==> config.mk <==
export PLATFORM = sky130hd
export DESIGN_NAME = register_file_multiport_flat
export DESIGN_NICKNAME = d
export VERILOG_FILES = /design/src/rtl/register_file_multiport_if.sv /design/src/rtl/register_file_multiport.sv /design/src/flat_wrapper.sv
export SDC_FILE = /design/constraint.sdc
export NUM_CORES = 2
export LEC_CHECK = 0
export BUFFER_PORTS_ARGS = -buffer_cell sky130_fd_sc_hd__buf_2
export CAP_MARGIN = 5
export CORE_MARGIN = 1.5
export CORE_UTILIZATION = 55
export DETAILED_ROUTE_END_ITERATION = 10
export PLACE_DENSITY = 0.72
export RECOVER_POWER = 50
export SLEW_MARGIN = 20
export SYNTH_ARGS = -nofsm -noshare
export SYNTH_HDL_FRONTEND = slang
export SYNTH_SLANG_ARGS = --single-unit
==> constraint.sdc <==
create_clock -name clock -period 6 [get_ports clock]
set_input_delay 1.8 -clock clock [delete_from_list [all_inputs] [get_ports clock]]
set_output_delay 1.8 -clock clock [all_outputs]
set_load 0.02 [all_outputs]
==> src/rtl/register_file_multiport_if.sv <==
// Register file bus: read ports, two write-back ports, issue port and ready.
// The master side drives addresses, strobes and data; the slave side is the register file.
interface register_file_multiport_if #(
    parameter int DATA_WIDTH = 32,
    parameter int ADDR_WIDTH = 5,
    parameter int NUM_READ   = 2
);
    logic                           ready;
    logic [NUM_READ*ADDR_WIDTH-1:0] read_register;
    logic [NUM_READ*DATA_WIDTH-1:0] read_data;
    logic [NUM_READ-1:0]            read_busy;
    logic                           write_enable_0;
    logic [ADDR_WIDTH-1:0]          write_register_0;
    logic [DATA_WIDTH-1:0]          write_data_0;
    logic                           write_enable_1;
    logic [ADDR_WIDTH-1:0]          write_register_1;
    logic [DATA_WIDTH-1:0]          write_data_1;
    logic                           issue_valid;
    logic [ADDR_WIDTH-1:0]          issue_register;

    modport master (
        output read_register, write_enable_0, write_register_0, write_data_0,
               write_enable_1, write_register_1, write_data_1,
               issue_valid, issue_register,
        input  ready, read_data, read_busy
    );

    modport slave (
        input  read_register, write_enable_0, write_register_0, write_data_0,
               write_enable_1, write_register_1, write_data_1,
               issue_valid, issue_register,
        output ready, read_data, read_busy
    );
endinterface

==> src/rtl/register_file_multiport.sv <==
// Multiport register file with two write-back ports, a busy scoreboard and a
// sequential clear engine that zeroes one entry per cycle after reset.
// Entry 0 always reads zero and is never marked busy.
// Optional macro REGFILE_BYPASS_EN: same-cycle write data is forwarded to
// matching reads (WB1 over WB0); without it, writes are visible one cycle later.
//
// state    | meaning
// ---------+-----------------------------------------------------------
// ST_CLEAR | zeroing entry clear_index each cycle; outputs forced to 0
// ST_READY | normal operation: writes, scoreboard and reads active
module register_file_multiport #(
    parameter int DATA_WIDTH = 32,
    parameter int ADDR_WIDTH = 5,
    parameter int NUM_READ   = 2
) (
    input logic                      clock,
    input logic                      reset_n,
    register_file_multiport_if.slave bus
);
    localparam int DEPTH = 1 << ADDR_WIDTH;

    typedef enum logic {
        ST_CLEAR = 1'b0,
        ST_READY = 1'b1
    } state_t;

    state_t                state;
    state_t                state_next;
    logic [ADDR_WIDTH-1:0] clear_index;
    logic                  clearing;
    logic [DATA_WIDTH-1:0] mem [DEPTH];
    logic [DEPTH-1:0]      busy;
    logic [DEPTH-1:0]      busy_next;

    // State register; reset always restarts the clear sequence.
    always_ff @(posedge clock) begin
        if (!reset_n) begin
            state <= ST_CLEAR;
        end else begin
            state <= state_next;
        end
    end

    // Next state: leave CLEAR once the last entry is being zeroed.
    always_comb begin
        state_next = state;
        case (state)
            ST_CLEAR: if (clear_index == {ADDR_WIDTH{1'b1}}) state_next = ST_READY;
            ST_READY: state_next = ST_READY;
            default:  state_next = ST_CLEAR;
        endcase
    end

    // Outputs decoded from the state.
    always_comb begin
        clearing  = (state == ST_CLEAR);
        bus.ready = (state == ST_READY);
    end

    // Clear pointer walks the array once per clear sequence.
    always_ff @(posedge clock) begin
        if (!reset_n) begin
            clear_index <= '0;
        end else if (clearing) begin
            clear_index <= clear_index + 1'b1;
        end
    end

    // Array update: clear engine or write-back; WB1 is last so it wins a collision.
    // The reset edge itself leaves the array untouched.
    always_ff @(posedge clock) begin
        if (reset_n) begin
            if (clearing) begin
                mem[clear_index] <= '0;
            end else begin
                if (bus.write_enable_0 && bus.write_register_0 != '0)
                    mem[bus.write_register_0] <= bus.write_data_0;
                if (bus.write_enable_1 && bus.write_register_1 != '0)
                    mem[bus.write_register_1] <= bus.write_data_1;
            end
        end
    end

    // Scoreboard next value: write-backs clear, issue sets afterwards so the newer producer wins.
    always_comb begin
        busy_next = busy;
        if (!clearing) begin
            if (bus.write_enable_0) busy_next[bus.write_register_0] = 1'b0;
            if (bus.write_enable_1) busy_next[bus.write_register_1] = 1'b0;
            if (bus.issue_valid)    busy_next[bus.issue_register]   = 1'b1;
        end
        busy_next[0] = 1'b0;
    end

    // Scoreboard register.
    always_ff @(posedge clock) begin
        if (!reset_n) begin
            busy <= '0;
        end else begin
            busy <= busy_next;
        end
    end

    for (genvar k = 0; k < NUM_READ; k++) begin : g_read
        logic [ADDR_WIDTH-1:0] addr;
        logic [DATA_WIDTH-1:0] value;

        assign addr = bus.read_register[k*ADDR_WIDTH +: ADDR_WIDTH];

        // Resolve one read port: array value, optional forwarding, then zero overrides.
        always_comb begin
            value = mem[addr];
`ifdef REGFILE_BYPASS_EN
            if (bus.write_enable_1 && bus.write_register_1 == addr)
                value = bus.write_data_1;
            else if (bus.write_enable_0 && bus.write_register_0 == addr)
                value = bus.write_data_0;
`endif
            if (addr == '0 || clearing) value = '0;
        end

        assign bus.read_data[k*DATA_WIDTH +: DATA_WIDTH] = value;
        assign bus.read_busy[k] = clearing ? 1'b0 : busy[addr];
    end
endmodule

==> src/flat_wrapper.sv <==
// flat-port wrapper written by rule: the top's interface ports become plain ports
module register_file_multiport_flat 
#(
    parameter int DATA_WIDTH = 32,
    parameter int ADDR_WIDTH = 5,
    parameter int NUM_READ   = 2
)
  (clock, reset_n, bus_read_register, bus_write_enable_0, bus_write_register_0, bus_write_data_0, bus_write_enable_1, bus_write_register_1, bus_write_data_1, bus_issue_valid, bus_issue_register, bus_ready, bus_read_data, bus_read_busy);
  register_file_multiport_if #(.DATA_WIDTH(DATA_WIDTH), .ADDR_WIDTH(ADDR_WIDTH), .NUM_READ(NUM_READ)) bus_i ();
  input logic clock;
  input logic reset_n;
  input wire logic [$bits(bus_i.read_register)-1:0] bus_read_register;
  input wire logic [$bits(bus_i.write_enable_0)-1:0] bus_write_enable_0;
  input wire logic [$bits(bus_i.write_register_0)-1:0] bus_write_register_0;
  input wire logic [$bits(bus_i.write_data_0)-1:0] bus_write_data_0;
  input wire logic [$bits(bus_i.write_enable_1)-1:0] bus_write_enable_1;
  input wire logic [$bits(bus_i.write_register_1)-1:0] bus_write_register_1;
  input wire logic [$bits(bus_i.write_data_1)-1:0] bus_write_data_1;
  input wire logic [$bits(bus_i.issue_valid)-1:0] bus_issue_valid;
  input wire logic [$bits(bus_i.issue_register)-1:0] bus_issue_register;
  output wire logic [$bits(bus_i.ready)-1:0] bus_ready;
  output wire logic [$bits(bus_i.read_data)-1:0] bus_read_data;
  output wire logic [$bits(bus_i.read_busy)-1:0] bus_read_busy;
  assign bus_i.read_register = bus_read_register;
  assign bus_i.write_enable_0 = bus_write_enable_0;
  assign bus_i.write_register_0 = bus_write_register_0;
  assign bus_i.write_data_0 = bus_write_data_0;
  assign bus_i.write_enable_1 = bus_write_enable_1;
  assign bus_i.write_register_1 = bus_write_register_1;
  assign bus_i.write_data_1 = bus_write_data_1;
  assign bus_i.issue_valid = bus_issue_valid;
  assign bus_i.issue_register = bus_issue_register;
  assign bus_ready = bus_i.ready;
  assign bus_read_data = bus_i.read_data;
  assign bus_read_busy = bus_i.read_busy;
  register_file_multiport #(.DATA_WIDTH(DATA_WIDTH), .ADDR_WIDTH(ADDR_WIDTH), .NUM_READ(NUM_READ)) u_core (.clock(clock), .reset_n(reset_n), .bus(bus_i));
endmodule
# --- Yosys cells after proc, flatten, opt, wreduce, memory -nomap -nowiden ---
# Memory sizes are Yosys's and may differ from the RTL's.
# Index checks and enable logic that the tools add are counted.
# Widths: inputs -> output; s select.
word_totals:
  mem_bits_rw: 1024
  n_memories: 1
  latchBits: 0
  inputBits: 94
  ff_bits: 38
  rom_bits: 0
op_classes:
  muxes: 35
  shift: 0
  addsub: 1
  magnitude_cmp: 8
  multipliers: 0
  bitwise_logic: 6
  n_eq_ne: 1
  n_div: 0
  reduce_logical: 12
mem_list:
  columns: ["name", "words", "width", "rd", "rd_clocked_by_memory_dff", "wr", "line", "rtl"]
  rows:
  - ["u_core.mem", 32, 32, 2, 0, 2, "register_file_multiport.sv:31", "logic [DATA_WIDTH-1:0] mem [DEPTH];"]
op_table:
  columns: ["op", "n"]
  rows:
  - ["$mux 32", 8]
  - ["$and 32x32->32", 2]
  - ["$not 32->32", 2]
  - ["$or 32x32->32", 1]
  - ["$reduce_or 32->1", 1]
  - ["$lt 5x6->1 const B", 5]
  - ["$mux 1", 20]
  - ["$demux 1 s5", 3]
  - ["$ge 5x1->1 const B", 3]
  - ["$bmux 1 s5", 2]
  - ["$logic_not 5->1", 2]
  - ["$reduce_bool 5->1", 2]
  - ["$add 5x1->5 const B", 1]
  - ["$eq 5x5->1 const B", 1]
  - ["$logic_and 1x1->1", 5]
  - ["$mux 5", 1]
  - ["$logic_or 1x1->1", 2]
  - ["$pmux 1 s2", 1]
  - ["$not 1->1", 1]

# --- Depth between registers and ports, before layout ---
depth:
  ltp_word: 13
  ltp_mapped: 9
  depth_no_buf: 5

# --- Worst setup path after synthesis ---
# Ideal clock, no wire load.
synth_path:
  path_kind: "input to output"
  start: "input port bus_read_register[0]"
  end: "output port bus_read_data[13]"
  path_stages: 8
  required_time_ns: 4.200
  setup_slack_ns: 0.753
  t_arrival_ns: 3.447
  cell_sequence: "buf_2 -> buf_2 -> buf_2 -> mux4_2 -> mux2i_1 -> nor2_1 -> a21oi_1 -> nand3_1"
synth_between:
  elab_chain_len: 3
  word_cells_on_any_way: 4
  cone_classes: "1 x mux; 2 x reduce/logical; 1 x memory"
synth_lines:
  columns: ["item", "line", "rtl"]
  rows:
  - ["from (decl)", "flat_wrapper.sv:12", "input wire logic [$bits(bus_i.read_register)-1:0] bus_read_register;"]
  - ["branches (longest 2 deep; another with $mem_v2 32x32)", null, null]
  - ["$mux 32 *", "register_file_multiport.sv:119", "if (addr == '0 || clearing) value = '0;"]
  - ["to (decl)", "flat_wrapper.sv:22", "output wire logic [$bits(bus_i.read_data)-1:0] bus_read_data;"]
# Mark *: on every way between the ends.

# --- Worst setup path after layout ---
layout_path:
  start: "input port bus_read_register[0]"
  end: "output port bus_read_data[30]"
# The elaborated chain is that of the path after synthesis.

==> out/metrics.csv <==
metric;value;unit
VDD IR-drop max;243;µV
Yosys warning count;0;
Routability Congestion;0.939;
slowest cell delay on critical path;1.03;ns
H-Tree Depth;3;
DRC violations left;0;
Final Power;16.1;mW
library cells used by synthesis;56;
critical path peak fanout;28;
commonest non-fill, non-tap cell in the layout;nand2_1;
Worst Hold Class;flip-flop to flip-flop;
Post-DP Area;64300;µm²
die height;335;µm
routed wire length;227000;µm
antenna viol nets, final;0;
Synth Register Bits;1061;
setup bufs post-CTS;0;
reg2reg setup slack;0.29;ns
Global Route Usage Sum;0.400;
1st-iter DRT viols;8679;
max-slew violation count;1144;
TritonCTS clock tree;built;
initial core utilization;0.557;
IO buf count;160;
Tcrit/Tclk final;0.989;
f_max;169;MHz
Synth Cell Area;60800;µm²
Synth Flop Type;edfxtp_1;
syn nets;5241;
first-pass GRT wire length;320000;µm
Vias per Instance;7.27;
drt pass-1 iters;6;
layout net count;5192;
measured slew at the worst slew-check pin;2.11;ns
GRT overflow;0;
root buffer selected by CTS;clkbuf_16;
RSZ-0062 raised after global routing;false;
Cells on Worst Hold Path;2;
max-cap viol count;24;
number of placed I/O pins;161;
Hold-fix buffers, CTS;0;
most frequent cells in the layout;nand2_1 (1142), edfxtp_1 (1024), o21ai_0 (991);
CP startpoint;bus_read_register[0];
final setup violation count;0;
post-route setup slack;0.0688;ns
Worst-Skew Late Latency;0.71;ns
status;finished, violations left;
post-DP HPWL;135000;µm
Reg2Reg Launch Point;u_core.bus.ready;
Avg WL per Cell;33.9;µm
die footprint;112000;µm²
post-synthesis sequential area ratio;0.518;
HP Start;u_core.busy[19];
Post-Syn Instances;5145;
number of global-route vias before repair;46197;
Hold Vio Cnt, Final;0;
fin cells;6679;
via count;48546;
crit start category;input pin;
failing checks;max-capacitance violations, max-slew violations;
Clock transition at path regs;0.06;ns
final setup TNS;0;ns
Finished Cell Area;67400;µm²
pwr/cell area;238;nW/µm²
placed cell count;6460;
num rows;121;
antenna violations before repair;17;
clock buffer depth;3;
crit path DAT;4.13;ns
share of layout cells above drive strength 1;0.223;
Critical Path RT;4.20;ns
cell leakage power;22.9;nW
CORE AREA;109000;µm²
Slowest-stage cell, CP;nor2_1;
number of cells upsized or downsized after cts;0;
Crit Path Category;input pin to output port;
width of the chip;335;µm
Final min period;5.93;ns
slew margin rel.;-0.410;
Critical Path Sink Type;output port;
CP cell instances;buf_8 > nor2_1 > o21ai_0 > nand3_1 > o311ai_1 > a21o_1 > buf_2;
CTS Buf Count;109;
clock sink count;1061;
Syn-to-layout area delta;10.9;%
Reg2Reg Depth;8;
pre-CTS setup slack;0.150;ns
fraction of registers with async set or reset after synthesis;0;
number of synthesized flops with an enable pin;1024;
Avg Inst Size Synth;11.8;µm²
clk_skew;0.0248;ns
largest net degree at the start of global routing;65;
==> stage by stage <==
stage	hold slack, ns	util
floorplan	0.488	-
global route	0.571	0.617
CTS	0.534	0.622
detailed placement	0.526	0.589
global placement	0.506	0.589
finish	0.536	0.618
==> flip-flops by register name (all words and copies together) (netlist names) <==
signal              cells
u_core.bus.ready        1
u_core.busy            31
u_core.clear_index      5
u_core.mem           1024
==> cell usage after synthesis, types with 4 or more instances <==
cell type	instances	area, µm²
a22o_1	21	184
or3_1	5	31.3
mux2_2	27	304
o21a_1	18	135
o21ai_1	30	150
nor3_1	6	30.0
nor2_1	69	259
a21oi_1	39	195
clkbuf_1	356	1340
nand3_1	25	125
nor2_4	12	135
o31ai_1	20	150
inv_1	35	131
nand3b_1	10	75.1
dfxtp_1	37	741
edfxtp_1	1024	30700
or3b_2	7	61.3
nor2b_1	25	156
nand4_1	12	75.1
and2_1	7	43.8
o22a_1	24	210
nand2b_1	8	50.1
o221ai_1	24	210
mux4_2	486	10900
a21boi_0	18	135
o22ai_1	103	644
a41oi_1	4	35.0
a31oi_1	19	119
and3_1	11	68.8
nor2_2	14	87.6
o21ai_0	974	4870
buf_4	28	210
buf_1	11	41.3
nand2_1	1144	4290
buf_2	203	1020
a22oi_1	47	353
mux2i_1	213	2130
==> logic make-up after synthesis <==
| kind of cell | count (synthesis) | share of synthesized area |
|---|---|---|
| fa+ha+maj | 2 | 0.000412 |
| mux | 726 | 0.220 |
| xor+xnor | 3 | 0.000433 |
| compound gates | 1352 | 0.123 |
| flops | 1061 | 0.518 |
| buf+inv | 635 | 0.0453 |
| simple gates | 1366 | 0.0921 |
==> final cells by class <==
class,instances,area [µm²]
Clock inverter,72,622
Fill cell,8214,41800
Multi-Input combinational cell,3449,26900
Timing Repair Buffer,439,3520
Tap cell,1476,1850
Inverter,36,136
Antenna cell,12,30.0
Sequential cell,1061,31500
Clock buffer,134,2890
==> routing by layer <==
layer  GRT usage  vias up  part of all wire
met3       0.133     1149              0.16
met2       0.594     4656              0.43
met1       0.496    23314              0.31
met4       0.279       18             0.087
li1            -    19409                 -
met5      0.0113        -            0.0013
==> power by group <==
group	switching, mW	total, mW	internal [mW]
logic	0.674	1.12	0.442
registers	0.0224	8.07	8.05
clock network	3.02	6.87	3.85
==> final timing paths <==
check                            to
setup / recovery  bus_read_data[30]
hold / removal      u_core.busy[19]
setup reg to reg  u_core.mem[20][5]
hold reg to reg     u_core.busy[19]
==> critical path, delay by kind of cell <==
kind / cells / cell delay, ns
compound gates: 3 / 0.66
simple gates: 2 / 1.22
buf+inv: 2 / 0.40
No activity file was read; power rests on OpenSTA's default activity.
